[src/rtl/pdm_pkg.sv]
// pdm_pkg: shared constants and arithmetic helpers for the PDM microphone emulator.
//   DATA_W  signed PCM sample width
//   ACC_W   integrator width (DATA_W + 4 bits of headroom)
//   FS      modulator full-scale feedback magnitude, 2^(DATA_W-1)
//   CLIP    input clip level that keeps the second-order loop stable
//   sat()   clamp a widened sum back into the signed ACC_W range
//   clip()  clamp a PCM sample to +/-CLIP
package pdm_pkg;

    localparam int unsigned DATA_W = 16;
    localparam int unsigned ACC_W  = DATA_W + 4;
    localparam int unsigned INTP_W = 16;

    typedef logic signed [DATA_W-1:0] pcm_t;
    typedef logic signed [ACC_W-1:0]  acc_t;
    // Two extra bits hold the sum of three ACC_W-range terms without overflow.
    typedef logic signed [ACC_W+1:0]  wide_t;

    localparam acc_t FS      = acc_t'(2 ** (DATA_W - 1));
    localparam pcm_t CLIP    = pcm_t'(28672);
    localparam acc_t ACC_MAX = {1'b0, {(ACC_W - 1){1'b1}}};
    localparam acc_t ACC_MIN = {1'b1, {(ACC_W - 1){1'b0}}};

    function automatic acc_t sat(input wide_t v);
        acc_t r;
        if (v > wide_t'(ACC_MAX)) begin
            r = ACC_MAX;
        end else if (v < wide_t'(ACC_MIN)) begin
            r = ACC_MIN;
        end else begin
            r = v[ACC_W-1:0];
        end
        return r;
    endfunction

    function automatic pcm_t clip(input pcm_t v);
        pcm_t r;
        if (v > CLIP) begin
            r = CLIP;
        end else if (v < -CLIP) begin
            r = -CLIP;
        end else begin
            r = v;
        end
        return r;
    endfunction

endpackage

[src/rtl/sd_mod2.sv]
// sd_mod2: second-order sigma-delta modulator core (1-bit quantiser, +/-FS feedback).
//   i_clk   system clock
//   i_rst   synchronous active-high reset (clears both integrators and the output bit)
//   i_step  advance the loop by one output bit
//   i_x     signed input sample, already clipped by the caller
//   o_y     current output bit (registered, changes only on a step)
module sd_mod2
    import pdm_pkg::*;
(
    input  logic                     i_clk,
    input  logic                     i_rst,
    input  logic                     i_step,
    input  logic signed [DATA_W-1:0] i_x,
    output logic                     o_y
);

    acc_t r_i1;
    acc_t r_i2;
    logic r_y;

    acc_t w_fb;
    acc_t w_i1_nxt;
    acc_t w_i2_nxt;

    always_comb begin
        w_fb     = r_y ? FS : -FS;
        w_i1_nxt = sat(wide_t'(r_i1) + wide_t'(i_x) - wide_t'(w_fb));
        // The second integrator consumes the freshly updated first integrator.
        w_i2_nxt = sat(wide_t'(r_i2) + wide_t'(w_i1_nxt) - wide_t'(w_fb));
    end

    always_ff @(posedge i_clk) begin
        if (i_rst) begin
            r_i1 <= '0;
            r_i2 <= '0;
            r_y  <= 1'b0;
        end else if (i_step) begin
            r_i1 <= w_i1_nxt;
            r_i2 <= w_i2_nxt;
            r_y  <= ~w_i2_nxt[ACC_W-1];
        end
    end

    assign o_y = r_y;

endmodule

[src/rtl/pdm_mic_emulator.sv]
// pdm_mic_emulator: emulates a PDM microphone for in-FPGA testing of the decimation chain.
// PCM samples arrive over valid/ready, are held for interp_num+1 PDM bits each, and are
// converted to a 1-bit stream that is driven in step with the receiver's mic clock.
//   i_clk         system clock
//   i_rst         synchronous active-high reset
//   i_pcm_in      signed PCM sample
//   i_pcm_valid   i_pcm_in valid
//   o_pcm_ready   one-entry input buffer is empty (low during reset)
//   i_interp_num  PDM bits per sample, minus 1
//   i_mic_clk     PDM clock from the receiver, already in the i_clk domain
//   i_channel     1 = drive after rising edge (right), 0 = after falling edge (left)
//   o_data_out    PDM bit
//   o_data_oe     high while this emulator owns the data line
//   o_underrun    one-cycle pulse when a sample was due and none was available
module pdm_mic_emulator
    import pdm_pkg::*;
(
    input  logic                     i_clk,
    input  logic                     i_rst,
    input  logic signed [DATA_W-1:0] i_pcm_in,
    input  logic                     i_pcm_valid,
    output logic                     o_pcm_ready,
    input  logic [INTP_W-1:0]        i_interp_num,
    input  logic                     i_mic_clk,
    input  logic                     i_channel,
    output logic                     o_data_out,
    output logic                     o_data_oe,
    output logic                     o_underrun
);

    logic              r_mic_clk_d;
    logic              r_buf_full;
    pcm_t              r_buf;
    pcm_t              r_cur;
    logic [INTP_W-1:0] r_bit_cntr;
    logic              r_data_oe;
    logic              r_underrun;

    logic w_rise;
    logic w_fall;
    logic w_act;
    logic w_inact;
    logic w_xfer;
    logic w_load;
    logic w_y;

    assign o_pcm_ready = ~i_rst & ~r_buf_full;

    always_comb begin
        w_rise  = i_mic_clk & ~r_mic_clk_d;
        w_fall  = ~i_mic_clk & r_mic_clk_d;
        w_act   = i_channel ? w_rise : w_fall;
        w_inact = i_channel ? w_fall : w_rise;
        w_xfer  = i_pcm_valid & o_pcm_ready;
        // '>=' rather than '==' so lowering interp_num mid-sample cannot strand the counter.
        w_load  = w_act & (r_bit_cntr >= i_interp_num);
    end

    always_ff @(posedge i_clk) begin
        if (i_rst) begin
            r_mic_clk_d <= 1'b0;
            r_buf_full  <= 1'b0;
            r_buf       <= '0;
            r_cur       <= '0;
            r_bit_cntr  <= '0;
            r_data_oe   <= 1'b0;
            r_underrun  <= 1'b0;
        end else begin
            r_mic_clk_d <= i_mic_clk;
            r_underrun  <= 1'b0;

            if (w_act) begin
                r_data_oe <= 1'b1;
            end else if (w_inact) begin
                r_data_oe <= 1'b0;
            end

            if (w_act) begin
                if (w_load) begin
                    r_bit_cntr <= '0;
                end else begin
                    r_bit_cntr <= r_bit_cntr + 1'b1;
                end
            end

            if (w_load) begin
                if (r_buf_full) begin
                    r_cur      <= clip(r_buf);
                    r_buf_full <= 1'b0;
                end else if (w_xfer) begin
                    // Bypass: the sample goes straight to cur, the buffer stays empty.
                    r_cur <= clip(i_pcm_in);
                end else begin
                    // Nothing to load: keep emitting the previous sample.
                    r_underrun <= 1'b1;
                end
            end else if (w_xfer) begin
                r_buf_full <= 1'b1;
                r_buf      <= i_pcm_in;
            end
        end
    end

    // The modulator steps with the sample held before any load in the same cycle, so a
    // newly loaded sample is first used at the following active edge.
    sd_mod2 u_sd_mod2 (
        .i_clk  (i_clk),
        .i_rst  (i_rst),
        .i_step (w_act),
        .i_x    (r_cur),
        .o_y    (w_y)
    );

    // The modulator bit is registered and only changes on an active edge, so it is the line.
    assign o_data_out = w_y;
    assign o_data_oe  = r_data_oe;
    assign o_underrun = r_underrun;

endmodule

[config.mk]
export PLATFORM = sky130hd
export DESIGN_NAME = pdm_mic_emulator
export DESIGN_NICKNAME = d
export VERILOG_FILES = /design/src/rtl/pdm_pkg.sv /design/src/rtl/sd_mod2.sv /design/src/rtl/pdm_mic_emulator.sv
export SDC_FILE = /design/constraint.sdc
export NUM_CORES = 1
export LEC_CHECK = 0
export CAP_MARGIN = 5
export CORE_MARGIN = 8
export CORE_UTILIZATION = 63
export CTS_BUF_LIST = sky130_fd_sc_hd__clkbuf_2 sky130_fd_sc_hd__clkbuf_4 sky130_fd_sc_hd__clkbuf_8
export DETAILED_ROUTE_END_ITERATION = 6
export GPL_ROUTABILITY_DRIVEN = 1
export GPL_TIMING_DRIVEN = 0
export HOLD_SLACK_MARGIN = 0.08
export PLACE_DENSITY = 0.92
export SYNTH_ARGS = -nofsm -noshare
export SYNTH_HDL_FRONTEND = slang
export SYNTH_SLANG_ARGS = --single-unit
[constraint.sdc]
create_clock -name i_clk -period 8.1 [get_ports i_clk]
set_input_delay 1.62 -clock i_clk [delete_from_list [all_inputs] [get_ports i_clk]]
set_output_delay 1.62 -clock i_clk [all_outputs]
set_load 0.01 [all_outputs]
# Yosys cells after proc, flatten, opt, wreduce, memory -nomap -nowiden
# Index checks and enable logic that the tools add are counted.
# word_totals
reg_bits	93
input_bits	37
output_inout_bits	4
elab_cells	58
# classes
n_addsub	5
order_cmp	9
muxes	17
bitwise_logic	11
reduce_logical	6
# op_table
operator	n
2-to-1 mux 16 bit	7
2-to-1 mux 20 bit	5
greater-than comparator 22 x 20 -> 1 bit, second input constant	2
< comparator 22 x 20 -> 1 bit, second input constant	2
subtractor 21 x 20 -> 22 bit	2
greater-than comparator 16 bit, second input constant	2
< comparator 16 bit, second input constant	2
adder 20 x 16 -> 21 bit	1
adder 20 x 20 -> 21 bit	1
adder 16 x 1 -> 16 bit, second input constant	1
>= comparator 16 bit	1
inverter 1 bit	6
AND 1 bit	5
2-to-1 mux 1 bit	5
AND reduction 2 bit	2
nonzero test 2 bit	2
OR reduction 3 bit	1
OR reduction 2 bit	1

# Depth between registers and ports, before layout
# Gate-level depths: netlist of the first run.
# depth
ltp_word	11
depth_mapped	34
ltp_nobuf	28

# By module
# Synthesis of the first run repeated with hierarchy kept, for this count alone.
# unflattened
hier_cells	987
hier_area_um2	7731.2
# modules_own_cells
module	n_inst	cells_each	area_each_um2	seq_area_each_um2
sd_mod2	1	644	4854.7	820.8
pdm_mic_emulator	1	343	2876.5	1041.0

# Worst setup path before layout of the first run
# No wires, ideal clock.
# synth_path
path_kind	reg2reg
startpoint	register u_sd_mod2.r_y, in the netlist u_sd_mod2.o_y
endpoint	register u_sd_mod2.r_i2[10]
setup_ns	0.088
arrival_ns	6.860
required_time_ns	8.012
slack_ns	1.151
stages_incl_launch_ff	31
path_buffers	4
synth_period_minus_slack_ns	6.949
path_cell_list	dfxtp_1 > inv_1 > fa_1 > inv_1 > ha_1 > nand4_1 > or4_1 > a211oi_2 > a21o_2 > nor2_1 > o21ai_1 > and2_1 > clkbuf_1 > clkbuf_1 > a21oi_1 > ha_1 > inv_1 > ha_1 > nor2b_1 > o211ai_1 > a31oi_1 > nor2_1 > o21ai_0 > a221oi_1 > mux2i_1 > o32a_1 > o211ai_1 > a221o_1 > buf_6 > buf_6 > o32ai_2
# synth_between
elab_chain_cells	10
elab_cells_between_ends	12
cone_classes	add/sub (3); order compare (4); mux (5)
# synth_lines
element	line_no	source
from (decl)	sd_mod2.sv:19	logic r_y;
from (signal assigned)	sd_mod2.sv:40	r_y <= ~w_i2_nxt[ACC_W-1];
2-to-1 mux 20 bit *	sd_mod2.sv:26	w_fb = r_y ? FS : -FS;
subtractor 21 x 20 -> 22 bit	sd_mod2.sv:27	w_i1_nxt = sat(wide_t'(r_i1) + wide_t'(i_x) - wide_t'(w_fb));
< comparator 22 x 20 -> 1 bit	pdm_pkg.sv:28	end else if (v < wide_t'(ACC_MIN)) begin
2-to-1 mux 20 bit	pdm_pkg.sv:28	
2-to-1 mux 20 bit	pdm_pkg.sv:26	if (v > wide_t'(ACC_MAX)) begin
adder 20 x 20 -> 21 bit	sd_mod2.sv:29	w_i2_nxt = sat(wide_t'(r_i2) + wide_t'(w_i1_nxt) - wide_t'(w_fb));
subtractor 21 x 20 -> 22 bit *	sd_mod2.sv:29	
< comparator 22 x 20 -> 1 bit	pdm_pkg.sv:28	
2-to-1 mux 20 bit	pdm_pkg.sv:28	
2-to-1 mux 20 bit *	pdm_pkg.sv:26	
to (signal assigned)	sd_mod2.sv:39	r_i2 <= w_i2_nxt;
to (decl)	sd_mod2.sv:18	acc_t r_i2;
# Every way passes the cells marked *; elsewhere a longest branch is shown, timed or not.
# A chain may end at the register's enable or synchronous reset.

# Worst setup path in the final report of the first run
# layout_path
startpoint	register u_sd_mod2.r_y, in the netlist u_sd_mod2.o_y
endpoint	register u_sd_mod2.r_i2[11]
# Same word-level chain as after synthesis.

==> metrics.cfg, run 1 <==
[sta]
maxSlewViolCount = 0
rsz0062_at_grt = false
period_minus_slack_ns = 7.658
period_share_pct = 94.55
finalHoldViolCount = 0
slew_headroom_pct = 38.87
hold_slack_ns = 0.4630
setup_viol = 0
fmax_mhz = 130.6
fin_worst_skew_ns = 0.01231
finalSetupTns_ns = 0
timing.final.ws_setup_ns = 0.4417
worst_pin_slew_ns = 0.8914

[routing]
wl_mm = 20.46
ant_nets = 0
wl_per_cell_um = 17.35
vias_per_cell = 6.284
drt_iter0_markers = 833
first_pass_iters = 6
routed-via-count = 7409
drc_errors = 0

[place]
gp_congestion = 0.9118
hpwlAfterDp_mm = 15.57
io_buffers = 40
place_area_um2 = 8250
dp_cells = 1164
pre_cts_slack_ns = 0.04111

[logic_synthesis]
synth_xor_area_share_pct = 4.341
synth_edf_count = 0
ys.flop_type = dfxtp_1
syn_inst = 977
ys_warn_count = 0
synth-compound-area-share_pct = 23.94
netlist.area_leader.share_pct = 24.29
async_reset_ff_share_pct = 0
synth-seq-area-share_pct = 24.29
synth_mux_area_share_pct = 2.775
syn_area_per_cell_um2 = 7.847
synth_cell_types = 74
synthAdderAreaFrac_pct = 17.10
yosys.area_share.simple_pct = 17.37
synth.area.top_cells = dfxtp_1 24%, ha_1 15%, inv_1 7.3%
synth_top_family_by_area = compound AO/OA/AOI/OAI gates
synthesis.nets = 1114
ys_ff_latch = 93
synth_top_cell_by_area = dfxtp_1
synth_area_um2 = 7666

[critical_path]
critical_path_class = flop to flop
cpMaxStageDelayCell = fa_1
cp_max_fo = 10
end_kind = flop
cpPeakStageDelay_ns = 0.56
cp-start-kind = flop
crit_required_ns = 8.40
arrival_ns = 7.96

[clock_network]
htreeDepth = 3
clockBufferDepth = 2
clk_latency_ns = 0.39
cts.sinks = 93
cts_tree = yes
cts.reportedPaths.clkPinSlew_ns = 0.10
cts_buffers = 9
post-cts-setup-buffers = 0
cts_root_buf = clkbuf_8

[cells_and_area]
fin_util_pct = 70.67
nNetsFinal = 1164
multi_input_area_um2 = 5039
layout.cells.non_filler = 1179
drive_above_1_share_pct = 5.717
fillCellCount = 882
area_growth_pct = 10.27
fin_area_um2 = 8453
register_area_um2 = 1863
diodes = 0

[grt]
grt_usage_pct = 25.16
grt_pass1_wl_mm = 33.38
antenna_found_initial = 0
grt_overflow = 0
grt_start_max_net_pins = 17
grt_pass1_vias = 7149

[power_and_ir_drop]
p_leak_nw = 3.845
ir_worst_vdd_mv = 0.3684
powerDensity_nw_per_um2 = 457.7
power_mw = 3.869

[flow_run]
drv_cap = 0

[hold_path]
hp-class = flop to flop

[floorplan]
core_region_area_um2 = 11960
ios = 41
num_rows = 40
die_w_um = 126.3
dieArea_um2 = 15950
die_h_um = 126.3
start_util_pct = 64.09

[status]
status = complete, no violations

[sequential cells by signal (all words and copies together) (netlist names)]
name and flops:
o_data_oe 1, o_underrun 1, r_bit_cntr 16, r_buf 16, r_buf_full 1, r_cur 16, r_mic_clk_d 1, u_sd_mod2.o_y 1
u_sd_mod2.r_i1 20, u_sd_mod2.r_i2 20
[layer usage]
layer | up-vias | GRT usage, % | share of wire (%)
met4 | 0 | 13.45 | 4.2
met3 | 74 | 3.393 | 7.4
li1 | 3520 | - | -
met2 | 346 | 43.53 | 48
met5 | - | 0 | 0
met1 | 3469 | 29.73 | 40
[repair_timing]
item | CTS | global route
resized for setup | 1 | 6
endpoints found under the setup margin | 9 | 19
cloned | 0 | 0
hold buffers | 0 | 0
[final timing paths]
check / from / end / slack [ns] / cells past startpoint
min reg2reg: u_sd_mod2.r_i1[0] / u_sd_mod2.r_i1[0] / 0.46 / 2
max: u_sd_mod2.o_y / u_sd_mod2.r_i2[11] / 0.44 / 29
min: u_sd_mod2.r_i1[0] / u_sd_mod2.r_i1[0] / 0.46 / 2
max reg2reg: u_sd_mod2.o_y / u_sd_mod2.r_i2[11] / 0.44 / 29
[kinds of logic after synthesis]
family / Yosys count
compound gates: 249
xor+xnor: 38
simple gates: 281
fa+ha+maj: 100
buf+inv: 195
mux: 21
flops: 93
[cells in the mapped netlist (all sizes together), types with 2 or more instances]
| library cell | count |
|---|---|
| o21bai | 6 |
| a221oi | 13 |
| nand4 | 14 |
| o32a | 3 |
| mux2 | 2 |
| or2 | 3 |
| o32ai | 19 |
| o31ai | 4 |
| a31oi | 4 |
| nor2 | 121 |
| nand2b | 5 |
| a21boi | 4 |
| nand3 | 24 |
| xor2 | 19 |
| o21a | 9 |
| and3 | 11 |
| inv | 151 |
| fa | 8 |
| nand2 | 44 |
| a2111oi | 5 |
| nor4 | 8 |
| nor3 | 14 |
| a211oi | 32 |
| xnor2 | 19 |
| clkbuf | 29 |
| or4 | 3 |
| o211ai | 6 |
| a21o | 23 |
| dfxtp | 93 |
| o21ai | 31 |
| and2 | 5 |
| and3b | 2 |
| o31a | 3 |
| or3 | 13 |
| nor2b | 9 |
| o22ai | 4 |
| o311ai | 3 |
| a21oi | 69 |
| buf | 15 |
| mux2i | 19 |
| ha | 92 |
| a211o | 2 |
[area by class of cell]
cell class | count | area share (%)
buffer | 43 | 2.501
clock buffer | 11 | 1.717
clock inverter | 5 | 0.5181
inverter | 151 | 6.705
multi-input combinational | 689 | 59.61
sequential | 93 | 22.04
tap | 147 | 2.176
timing repair buffer | 40 | 4.737
[worst max-delay path, delay by kind of cell (launching register included)]
| kind | cells | cell delay (ns) |
|---|---|---|
| AOI/OAI and AO/OA | 12 | 2.72 |
| adders and majority gates | 4 | 1.60 |
| and+or+nand+nor | 6 | 1.55 |
| buffers and inverters | 6 | 0.92 |
| DFF | 1 | 0.49 |
| muxes | 1 | 0.26 |
[placed cells by master (no fill, tap or decap), drive strengths merged, types with 6 or more instances in the layout]
master | Yosys | final
o32ai | 19 | 19
fa | 8 | 8
xor2 | 19 | 19
inv | 151 | 152
ha | 92 | 92
nand3 | 24 | 24
nand2 | 44 | 44
o211ai | 6 | 6
nor4 | 8 | 8
o21ai | 31 | 31
a221oi | 13 | 13
nor2 | 121 | 121
o21a | 9 | 9
a21o | 23 | 23
a21oi | 69 | 69
o21bai | 6 | 6
xnor2 | 19 | 19
nand4 | 14 | 14
nor2b | 9 | 9
clkbuf | 29 | 39
or3 | 13 | 13
buf | 15 | 15
dfxtp | 93 | 93
clkdlybuf4s50 | 0 | 40
nor3 | 14 | 14
mux2i | 19 | 19
a211oi | 32 | 32
and3 | 11 | 11
[report_power, final]
| group | internal (mW) | switching [mW] |
|---|---|---|
| registers | 0.525 | 0.0430 |
| logic | 1.21 | 1.78 |
| clock network | 0.127 | 0.183 |
| total | 1.86 | 2.00 |
Power figures use the tool's default switching activity.
==> run 2, diff against run 1 <==
- CORE_UTILIZATION: 63 -> 65
- DONT_BUFFER_PORTS: not set -> 1
- PLACE_DENSITY: 0.92 -> 0.9
==> metrics.cfg, run 2 (synthesis gave the netlist of run 1 again) <==
[power_and_ir_drop]
internal-power_mw = 1.873  ; +0.48%
ir_worst_vdd_mv = 0.4821  ; +31%
swShare_pct = 51.05  ; -0.76 points
p_switching_mw = 1.954  ; -2.5%
clkPwrFrac_pct = 8.6  ; +0.6 points
seqPwrFrac_pct = 14.8  ; about the same
powerDensity_nw_per_um2 = 474.5  ; +3.7%
p_comb_share_pct = 76.5  ; -0.8 points
p_leak_nw = 3.699  ; -3.8%

[critical_path]
end_kind = flop
cpMaxStageDelayCell = fa_1
cpPeakStageDelay_ns = 0.57  ; about the same
critical_path_class = flop to flop
cp-start-kind = flop
crit_required_ns = 8.39  ; about the same
arrival_ns = 7.92  ; -0.04 ns
cp_max_fo = 10  ; unchanged

[cells_and_area]
drive_above_1_share_pct = 6.042  ; +0.33 points
reg_top3 = u_sd_mod2.r_i1 x20, u_sd_mod2.r_i2 x20
final_common_cell = inv_1
multi_input_area_um2 = 5035  ; about the same
nNetsFinal = 1125  ; -3.4%
diodes = 0  ; unchanged
fillCellCount = 875  ; -0.79%
layout_common_cells = 150 x inv_1, 121 x nor2_1, 92 x ha_1, 92 x dfxtp_1, 67 x a21oi_1
register_area_um2 = 1863  ; unchanged
area_growth_pct = 5.207

[sta]
fmax_mhz = 131.0  ; +0.35%
fin_worst_skew_ns = 0.01232  ; +0.00001660 ns
timing.final.ws_setup_ns = 0.4685  ; +0.02683 ns
setup_viol = 0  ; unchanged
worst_pin_slew_ns = 0.7692  ; -0.1222 ns
hold_slack_ns = 0.4615  ; -0.001491 ns
slew_headroom_pct = 47.25  ; +8.4 points
period_share_pct = 94.22  ; -0.33 points
rsz0062_at_grt = false
period_minus_slack_ns = 7.632  ; -0.02683 ns
maxSlewViolCount = 0  ; unchanged
finalHoldViolCount = 0  ; unchanged

[routing]
first_pass_iters = 6  ; unchanged
wl_per_cell_um = 17.37  ; about the same
ant_nets = 0  ; unchanged
routed-via-count = 7082  ; -4.4%
drt_iter0_markers = 889  ; +6.7%
drc_errors = 0  ; unchanged
vias_per_cell = 6.234  ; -0.80%
wl_mm = 19.73  ; -3.6%

[grt]
grt_pass1_wl_mm = 32.34  ; -3.1%
grt_start_max_net_pins = 17  ; unchanged
grt_usage_pct = 24.49  ; -0.67 points
grt_pass1_vias = 6749  ; -5.6%
grt_overflow = 0  ; unchanged
antenna_found_initial = 0  ; unchanged

[floorplan]
die_w_um = 124.6  ; -1.4%
num_rows = 39  ; -2.5%
die_h_um = 124.6  ; -1.4%
start_util_pct = 66.85  ; +2.8 points
ios = 41  ; unchanged
dieArea_um2 = 15530  ; -2.7%
core_region_area_um2 = 11470  ; -4.1%

[place]
hpwlAfterDp_mm = 15.10  ; -3.0%
pre_cts_slack_ns = -0.1873  ; -0.2284 ns
gp_congestion = 0.9219  ; +1.1%
io_buffers = 0  ; -100%

[clock_network]
cts_tree = yes
htreeDepth = 3  ; unchanged
clk_latency_ns = 0.38  ; about the same
cts_root_buf = clkbuf_8
clockBufferDepth = 2  ; unchanged
cts.reportedPaths.clkPinSlew_ns = 0.10  ; about the same
cts.sinks = 93  ; unchanged
cts_buffers = 9  ; unchanged

[status]
status = complete, no violations

[hold_path]
hp-class = flop to flop

[flow_run]
drv_cap = 0  ; unchanged

[run 2: cell count changes in the layout (fill, tap and decap cells not counted), moves of 2 or more]
cell,change
a21oi_1,+2
a21oi_2,-2
clkdlybuf4s50_1,-40
clkinv_4,-3
[run 2: area by class of cell]
type | count | area share [%]
Clock inverter | 6 | 0.8843
Tap cell | 143 | 2.218
Buffer | 43 | 2.622
Timing Repair Buffer | 1 | 0.09308
Inverter | 151 | 7.028
Clock buffer | 10 | 1.629
Multi-Input combinational cell | 689 | 62.43
Sequential cell | 93 | 23.10
[run 2: what timing repair did]
action,in CTS,in global routing
setup endpoints to repair,19,19
pin swaps,0,1
hold buffers,0,0
buffers inserted,0,1
hold endpoints to repair,0,0
resized for setup,2,4
[run 2: per-stage QoR]
step,utilization [%],area [µm²],setup TNS [ns],power [mW],std cells
2_1_floorplan,-,7666,0,2.839,977
3_3_place_gp,68.41,7845,-0.09476,3.294,1120
3_5_place_dp,68.41,7845,-1.972,3.386,1120
4_1_cts,70.25,8055,0,3.740,1136
5_1_grt,70.33,8065,0,4.146,1136
6_report,70.33,8065,0,3.827,1136
[run 2: layer usage]
layer / vias to the layer above / track usage, % / routed length, µm
met3: 55 / 3.574 / 1244
met4: 0 / 10.91 / 701
met5: - / 0 / 0
met1: 3272 / 31.00 / 8431
met2: 313 / 40.33 / 9350
li1: 3442 / - / -
[run 2: final timing paths]
path	from	to	slack, ns	cells past startpoint
max	u_sd_mod2.o_y	u_sd_mod2.r_i2[16]	0.47	30
min	u_sd_mod2.r_i1[0]	u_sd_mod2.r_i1[0]	0.46	2
max reg2reg	u_sd_mod2.o_y	u_sd_mod2.r_i2[16]	0.47	30
min reg2reg	u_sd_mod2.r_i1[0]	u_sd_mod2.r_i1[0]	0.46	2
[run 2: worst max-delay path, delay by kind of cell (launching register included)]
family | cells | cell delay, ns
AND/OR/NAND/NOR | 4 | 0.91
flip-flops | 1 | 0.51
multiplexers | 1 | 0.24
AO/OA/AOI/OAI | 14 | 3.41
buffers and inverters | 7 | 0.98
adder cells (fa/ha/maj) | 4 | 1.49
[run 2: power groups by stage]
stage / combinational (mW) / clock (mW) / sequential, mW
after floorplan: 2.28 / 0 / 0.563
after global placement: 2.72 / 0 / 0.573
after detailed placement: 2.81 / 0 / 0.576
after CTS: 2.85 / 0.327 / 0.565
after global routing: 3.22 / 0.349 / 0.573
final: 2.93 / 0.331 / 0.567
==> run 3, diff against run 2 <==
- PLACE_DENSITY: 0.9 -> not set
- PLACE_DENSITY_LB_ADDON: not set -> 0.1
==> metrics.cfg, run 3 (synthesis gave the netlist of run 1 again) <==
[place]
pre_cts_slack_ns = -0.06856  ; +0.1188 ns
place_area_um2 = 7845  ; unchanged
gp_congestion = 0.9252  ; +0.36%
dp_cells = 1120  ; unchanged
io_buffers = 0  ; unchanged
hpwlAfterDp_mm = 14.64  ; -3.0%

[floorplan]
num_rows = 39  ; unchanged
dieArea_um2 = 15530  ; unchanged
core_region_area_um2 = 11470  ; unchanged
start_util_pct = 66.85  ; unchanged
ios = 41  ; unchanged
die_w_um = 124.6  ; unchanged
die_h_um = 124.6  ; unchanged

[cells_and_area]
area_growth_pct = 4.896
drive_above_1_share_pct = 5.948  ; -0.095 points
layout.cells.non_filler = 1135  ; -0.088%
fin_area_um2 = 8041  ; -0.29%
layout_common_cells = 150 x inv_1, 121 x nor2_1, 92 x ha_1, 92 x dfxtp_1, 66 x a21oi_1
nNetsFinal = 1124  ; -0.089%
reg_top3 = u_sd_mod2.r_i1 x20, u_sd_mod2.r_i2 x20
diodes = 0  ; unchanged
final_common_cell = inv_1

[critical_path]
critPathLaunch = u_sd_mod2.o_y
cpMaxStageDelayCell = fa_1
crit_required_ns = 8.40  ; about the same
cpPeakStageDelay_ns = 0.56  ; about the same
critical_path_class = flop to flop
reg2reg_to = u_sd_mod2.r_i2[16]
cp-start-kind = flop
arrival_ns = 7.85  ; -0.07 ns
reg2reg_depth = 28  ; -6.7%
r2r_start = u_sd_mod2.o_y
cp_max_fo = 10  ; unchanged
end_kind = flop
timing.reg2reg.setup_slack_ns = 0.55  ; +0.08 ns

[clock_network]
cts_tree = yes
cts_root_buf = clkbuf_8
clockBufferDepth = 2  ; unchanged
cts_buffers = 9  ; unchanged
clk_latency_ns = 0.38  ; about the same
post-cts-setup-buffers = 0  ; unchanged
cts.sinks = 93  ; unchanged
cts.reportedPaths.clkPinSlew_ns = 0.10  ; about the same
htreeDepth = 3  ; unchanged
cts_resized = 1  ; -1
postCtsHoldBufs = 0  ; unchanged

[routing]
wl_mm = 18.60  ; -5.7%
first_pass_iters = 5  ; -1
ant_nets = 0  ; unchanged
drc_errors = 0  ; unchanged
wl_per_cell_um = 16.38  ; -5.7%
vias_per_cell = 5.991  ; -3.9%
drt_iter0_markers = 580  ; -35%
routed-via-count = 6800  ; -4.0%

[power_and_ir_drop]
power_mw = 3.757  ; -1.8%
powerDensity_nw_per_um2 = 467.2  ; -1.5%
p_leak_nw = 3.691  ; -0.23%
ir_worst_vdd_mv = 0.5435  ; +13%

[hold_path]
min-delay-start = u_sd_mod2.r_i1[0]
hp-class = flop to flop
min_to = u_sd_mod2.r_i1[0]
holdPathStages = 2  ; unchanged

[flow_run]
drv_cap = 0  ; unchanged

[grt]
grt_pass1_wl_mm = 30.99  ; -4.2%
grt_pass1_vias = 6246  ; -7.5%
grt_start_max_net_pins = 19  ; +2
grt_overflow = 0  ; unchanged
grt_usage_pct = 23.74  ; -0.75 points
antenna_found_initial = 0  ; unchanged

[sta]
period_share_pct = 93.24  ; -0.97 points
rsz0062_at_grt = false
fin_worst_skew_ns = 0.01300  ; +0.0006799 ns
worst_pin_slew_ns = 0.7789  ; +0.009620 ns
timing.final.ws_setup_ns = 0.5473  ; +0.07884 ns
finalHoldViolCount = 0  ; unchanged
fmax_mhz = 132.4  ; +1.0%
period_minus_slack_ns = 7.553  ; -0.07884 ns
maxSlewViolCount = 0  ; unchanged
setup_viol = 0  ; unchanged
hold_slack_ns = 0.4594  ; -0.002041 ns
slew_headroom_pct = 46.59  ; -0.66 points

[status]
status = complete, no violations

[run 3: changes by cell type in the layout (fill, tap and decap cells not counted), sizes merged]
cell / delta
inv: +2
clkbuf: -1
clkinvlp: -1
buf: -1
clkinv: +1
bufinv: -1
[run 3: final cells by class]
cell class | instances | area (µm²)
buffer | 43 | 211.5
clock inverter | 7 | 62.56
clock buffer | 9 | 123.9
fill | 971 | 3426
multi-input combinational | 689 | 5035
sequential | 93 | 1863
inverter | 151 | 566.8
tap | 143 | 178.9
[run 3: worst max-delay path by stage]
| stage | to | slack [ns] | cells past startpoint |
|---|---|---|---|
| 2_1_floorplan | u_sd_mod2.r_i2[10] | 1.15 | 30 |
| 3_3_place_gp | u_sd_mod2.r_i2[17] | -0.05 | 30 |
| 6_report | u_sd_mod2.r_i2[16] | 0.55 | 28 |
| 3_5_place_dp | u_sd_mod2.r_i2[17] | -0.07 | 30 |
| 4_1_cts | u_sd_mod2.r_i2[16] | 0.13 | 30 |
| 5_1_grt | u_sd_mod2.r_i2[12] | 0.08 | 29 |
[run 3: worst max-delay path: cells and delay by family (launching register included)]
| kind | cells | cell delay [ns] |
|---|---|---|
| adder cells (fa/ha/maj) | 4 | 1.67 |
| AO/OA/AOI/OAI | 9 | 1.89 |
| flip-flops | 1 | 0.51 |
| AND/OR/NAND/NOR | 8 | 2.38 |
| buffers and inverters | 7 | 1.02 |
[run 3: per-stage QoR]
step	util [%]	TNS [ns]
2_1_floorplan	-	0
4_1_cts	70.05	0
3_3_place_gp	68.41	-0.3253
6_report	70.13	0
5_1_grt	70.13	0
3_5_place_dp	68.41	-0.5240
[run 3: power by group]
group	leakage [nW]	internal [mW]	switching [mW]
Clock	0.0980	0.119	0.190
Sequential	0.761	0.525	0.0399
Combinational	2.83	1.19	1.70
[run 3: per-layer routing]
| layer | GRT usage (%) | routed length [µm] |
|---|---|---|
| met1 | 31.51 | 8782 |
| met5 | 0 | 0 |
| met4 | 9.213 | 499 |
| met2 | 37.19 | 8390 |
| met3 | 4.426 | 921 |
==> RTL change 1, RTL diff (flow settings as in run 2) <==
`INTP_W`: 16 -> 20.
--- a/src/rtl/pdm_pkg.sv
+++ b/src/rtl/pdm_pkg.sv
@@ -9,7 +9,7 @@
 
     localparam int unsigned DATA_W = 16;
     localparam int unsigned ACC_W  = DATA_W + 4;
-    localparam int unsigned INTP_W = 16;
+    localparam int unsigned INTP_W = 20;
 
     typedef logic signed [DATA_W-1:0] pcm_t;
     typedef logic signed [ACC_W-1:0]  acc_t;
Interface: changed (resized i_interp_num); port bits go from 41 to 45. No check against the original RTL was run, so the function may have changed too.
==> RTL change 1 against run 2 <==
- sequential cell count grew 4
- area after synthesis shrank 1.5%
- final cell count shrank 2.9%
- final area shrank 0.88%
- non-clock buffer count shrank 9
- critical path type unchanged
- critical path depth shrank 2
- wire length shrank 8.8%
- setup slack gained 0.016 ns
- sequential share of layout area grew 1.2 points
- via count shrank 4.3%
Power is not shown: default switching activity piles up to over one toggle a cycle in this logic, so the estimate is an artifact.
==> RTL change 1: results (changes against run 2) <==
grt:
  grt_pass1_vias: 6300  # -6.7%
  grt_pass1_wl_um: 29540  # -8.7%
  antenna_found_initial: 0  # unchanged
  grt_usage_pct: 23.88  # -0.61 points
  grtUsageMet2_pct: 39.87  # -0.47 points
  grt.met3_usage_pct: 3.672  # +0.097 points
  grt_max_degree: 19  # +2
  use_met1_pct: 29.74  # -1.3 points
clock_tree:
  clock_latency_ns: 0.40  # +0.02 ns
  htree_levels: 3  # unchanged
  cts_buffers: 9  # unchanged
logic_synthesis:
  yosysSeqAreaShare_pct: 25.72  # +1.4 points
  synth_nets: 1089  # -2.2%
  synth_common_cells: "inv_1, dfxtp_1, ha_1"
  synth-warning-count: 0  # unchanged
  ys_top_cells_by_area: "dfxtp_1, ha_1, inv_1"
  synthArstFlopShare_pct: 0  # unchanged
  synth.distinct_cells: 64  # -14%
critical_path:
  r2r_end: "u_sd_mod2.r_i2[17]"
  crit_arrival_ns: 7.86  # -0.06 ns
  reg2regPathDepth: 28  # -6.7%
  startpoint: "u_sd_mod2.o_y"
  r2r_setup_slack_ns: 0.48  # +0.02 ns
timing:
  worst_pin_slew_ns: 1.065  # +0.2953 ns
  worst_hold_slack_ns: 0.4668  # +0.005332 ns
  clock_skew_ns: 0.01517  # +0.002847 ns
placement:
  dp_hpwl_um: 13950  # -7.6%
  placed_area_um2: 7730  # -1.5%
  gp_congestion: 0.9407  # +2.0%
  preCtsSetupSlack_ns: -0.1385  # +0.04880 ns
final_layout:
  reg_top3: "r_bit_cntr (20), u_sd_mod2.r_i1 (20), u_sd_mod2.r_i2 (20)"
  drive_gt1_share_pct: 5.833  # -0.21 points
  n_fill_cell: 861  # -1.6%
detailed_routing:
  first_pass_iters: 5  # -1
  post_drt_wl_per_cell_um: 16.31  # -6.1%
  drtIter0Drc: 511  # -43%
  num_vias: 6778  # -4.3%
min_path:
  min_path_type: "reg -> reg"
  hp-start: "u_sd_mod2.r_i1[15]"
  hold_end: "u_sd_mod2.r_i1[15]"
run_status:
  status: "complete, no violations"
run:
  drv_cap: 0  # unchanged
RTL change 1: metrics by stage:
| stage | cells | utilization (%) |
|---|---|---|
| finish | 1103 | 70.31 |
| global route | 1103 | 70.31 |
| CTS | 1103 | 70.10 |
| detailed placement | 1087 | 67.99 |
| global placement | 1087 | 67.99 |
| floorplan | 944 | - |
RTL change 1: worst max path at each step:
stage,slack [ns],endpoint,cells after the start
after floorplan,1.35,u_sd_mod2.r_i2[10],26
after CTS,0.02,u_sd_mod2.r_i2[13],28
final,0.48,u_sd_mod2.r_i2[17],28
after global routing,0.07,u_sd_mod2.r_i2[17],28
after global placement,0.007,u_sd_mod2.r_i2[8],28
after detailed placement,-0.14,u_sd_mod2.r_i2[15],28
RTL change 1: cell families (layout without fill, tap and decap cells):
family,count (synthesis),in the layout,share of synthesized area [%]
and+or+nand+nor,250,250,15.66
AOI/OAI and AO/OA,244,244,23.00
buffers and inverters,180,196,9.213
adders and majority gates,104,104,18.03
DFF,97,97,25.72
xor gates and xnor gates,50,50,5.800
muxes,19,19,2.585
RTL change 1: worst reg2reg max path, delay by kind of cell, from the launching register on:
family,cells,cell delay [ns]
simple gates,7,1.86
compound gates,10,2.07
flops,1,0.53
buf+inv,6,1.04
xor+xnor,1,0.35
fa+ha+maj,4,1.64
RTL change 1: cell type report:
class                   count  area share, %
clock inverters             7          1.362
inverters                 145          6.809
multi-input cells         667          61.81
well taps                 143          2.238
plain buffers              35          1.925
clock buffers               9          1.550
flip-flops and latches     97          24.31
RTL change 1: layer usage:
layer  vias up  share of wire, %
li1       3310                 -
met1      3176                43
met2       236                47
met3        56               6.1
met4         0               3.6
met5         -                 0
RTL change 1: timing repair:
action	in CTS	in global routing
hold buffers	0	0
gates resized for setup	2	8
setup endpoints to repair	16	19
buffers inserted	0	0
pin swaps	0	0
==> RTL change 2, RTL diff (settings of run 2) <==
Without the edit above. Put one more register stage on the output `o_underrun`, cleared by the reset. The value now appears one clock later. The other outputs are not delayed to match. Comments in the files are not updated.
--- a/src/rtl/pdm_mic_emulator.sv
+++ b/src/rtl/pdm_mic_emulator.sv
@@ -114,7 +114,13 @@
     // The modulator bit is registered and only changes on an active edge, so it is the line.
     assign o_data_out = w_y;
     assign o_data_oe  = r_data_oe;
-    assign o_underrun = r_underrun;
+    always_ff @(posedge i_clk) begin
+        if (i_rst) begin
+            o_underrun <= '0;
+        end else begin
+            o_underrun <= r_underrun;
+        end
+    end
 
 endmodule
 
Formal check against the unedited RTL: not equivalent (a bounded check fails within 4 cycles, from zero or initial values and one cycle with i_rst high).
==> RTL change 2 against run 2 <==
- setup slack improved by 0.16 ns
- final area decreased by 1.4%
- sequential cell count increased by 1
- wire length decreased by 8.6%
- area after synthesis decreased by 1.5%
- first-iteration DRC count decreased by 33%
- non-clock buffer count decreased by 12
- critical path type unchanged
- critical endpoint is now u_sd_mod2.r_i2[13]
- largest cell class unchanged
Power is not shown: default switching activity piles up to over one toggle a cycle in this logic, so the estimate is an artifact.
==> RTL change 2: results (changes against run 2) <==
detailed_routing:
  drtIter0Drc: 595  # -33%
  viasPerCell: 6.059  # -2.8%
  first_pass_iters: 5  # -1
  post_drt_wl_per_cell_um: 16.53  # -4.8%
clock_tree:
  cts_resized: 0  # -2
  cts_sinks: 94  # +1.1%
final_layout:
  n_fill_cell: 891  # +1.8%
  multi_input_comb_cells: 656  # -4.8%
  non_clock_buffer_area_share_pct: 1.841  # -0.87 points
  nClkBuffers: 11  # +1
  drive_gt1_share_pct: 6.758  # +0.72 points
  inv_count: 149  # -1.3%
  multi_input_area_share_pct: 62.56  # +0.14 points
  clk_share_pct: 2.628  # +0.11 points
  seq_area_share_pct: 23.68  # +0.58 points
  buffers: 32  # -27%
  final_cell_count_no_fill: 1090  # -4.0%
logic_synthesis:
  synth_xor_area_share_pct: 5.200  # +0.86 points
  yosysSeqAreaShare_pct: 24.91  # +0.62 points
  yosys.area_share.adder_pct: 17.36  # +0.25 points
  syn_area_per_cell_um2: 8.115  # +3.4%
  synth_compound_area_share_pct: 25.74  # +1.8 points
  synth-warning-count: 0  # unchanged
  synth_mux_area_share_pct: 2.931  # +0.16 points
timing:
  maxSlewHeadroom_pct: 37.99  # -9.3 points
  clock_skew_ns: 0.01181  # -0.0005152 ns
placement:
  gp_congestion: 0.9019  # -2.2%
  dp_hpwl_um: 13860  # -8.2%
critical_path:
  r2r_setup_slack_ns: 0.63  # +0.16 ns
  worstSetupEndpoint: "u_sd_mod2.r_i2[13]"
  reg2regPathDepth: 28  # -6.7%
  crit_arrival_ns: 7.76  # -0.16 ns
grt:
  grt_pass1_wl_um: 29750  # -8.0%
  grt_usage_pct: 24.25  # -0.24 points
  grt_pass1_vias: 6144  # -9.0%
min_path:
  hp-start: "u_sd_mod2.r_i1[15]"
  hold_end: "u_sd_mod2.r_i1[15]"
  min_path_type: "reg -> reg"
run_status:
  status: "complete, no violations"
## RTL change 2: stage by stage
stage	hold WS (ns)	util [%]	area (um2)	setup WS, ns
6_report	0.4654	69.94	7951	0.6273
5_1_grt	0.4755	69.94	7951	0.1002
4_1_cts	0.4650	69.86	7943	0.2820
3_5_place_dp	0.4509	68.02	7734	0.2996
3_3_place_gp	0.4433	68.02	7734	0.4098
2_1_floorplan	0.4138	-	7555	1.449
## RTL change 2: kinds of logic (layout without fill, tap and decap cells)
family                   after synthesis  count (layout)
AO/OA/AOI/OAI                        263             263
AND/OR/NAND/NOR                      227             227
buffers and inverters                181             197
adder cells (fa/ha/maj)              100             100
flip-flops                            94              94
XOR/XNOR                              44              44
multiplexers                          22              22
## RTL change 2: routing by layer
layer | share of wire (%) | GRT usage (%) | up-vias
met3 | 6.0 | 3.808 | 25
met2 | 49 | 41.88 | 206
met4 | 1.3 | 6.471 | 0
li1 | - | - | 3277
met5 | 0 | 0 | -
met1 | 44 | 30.74 | 3096
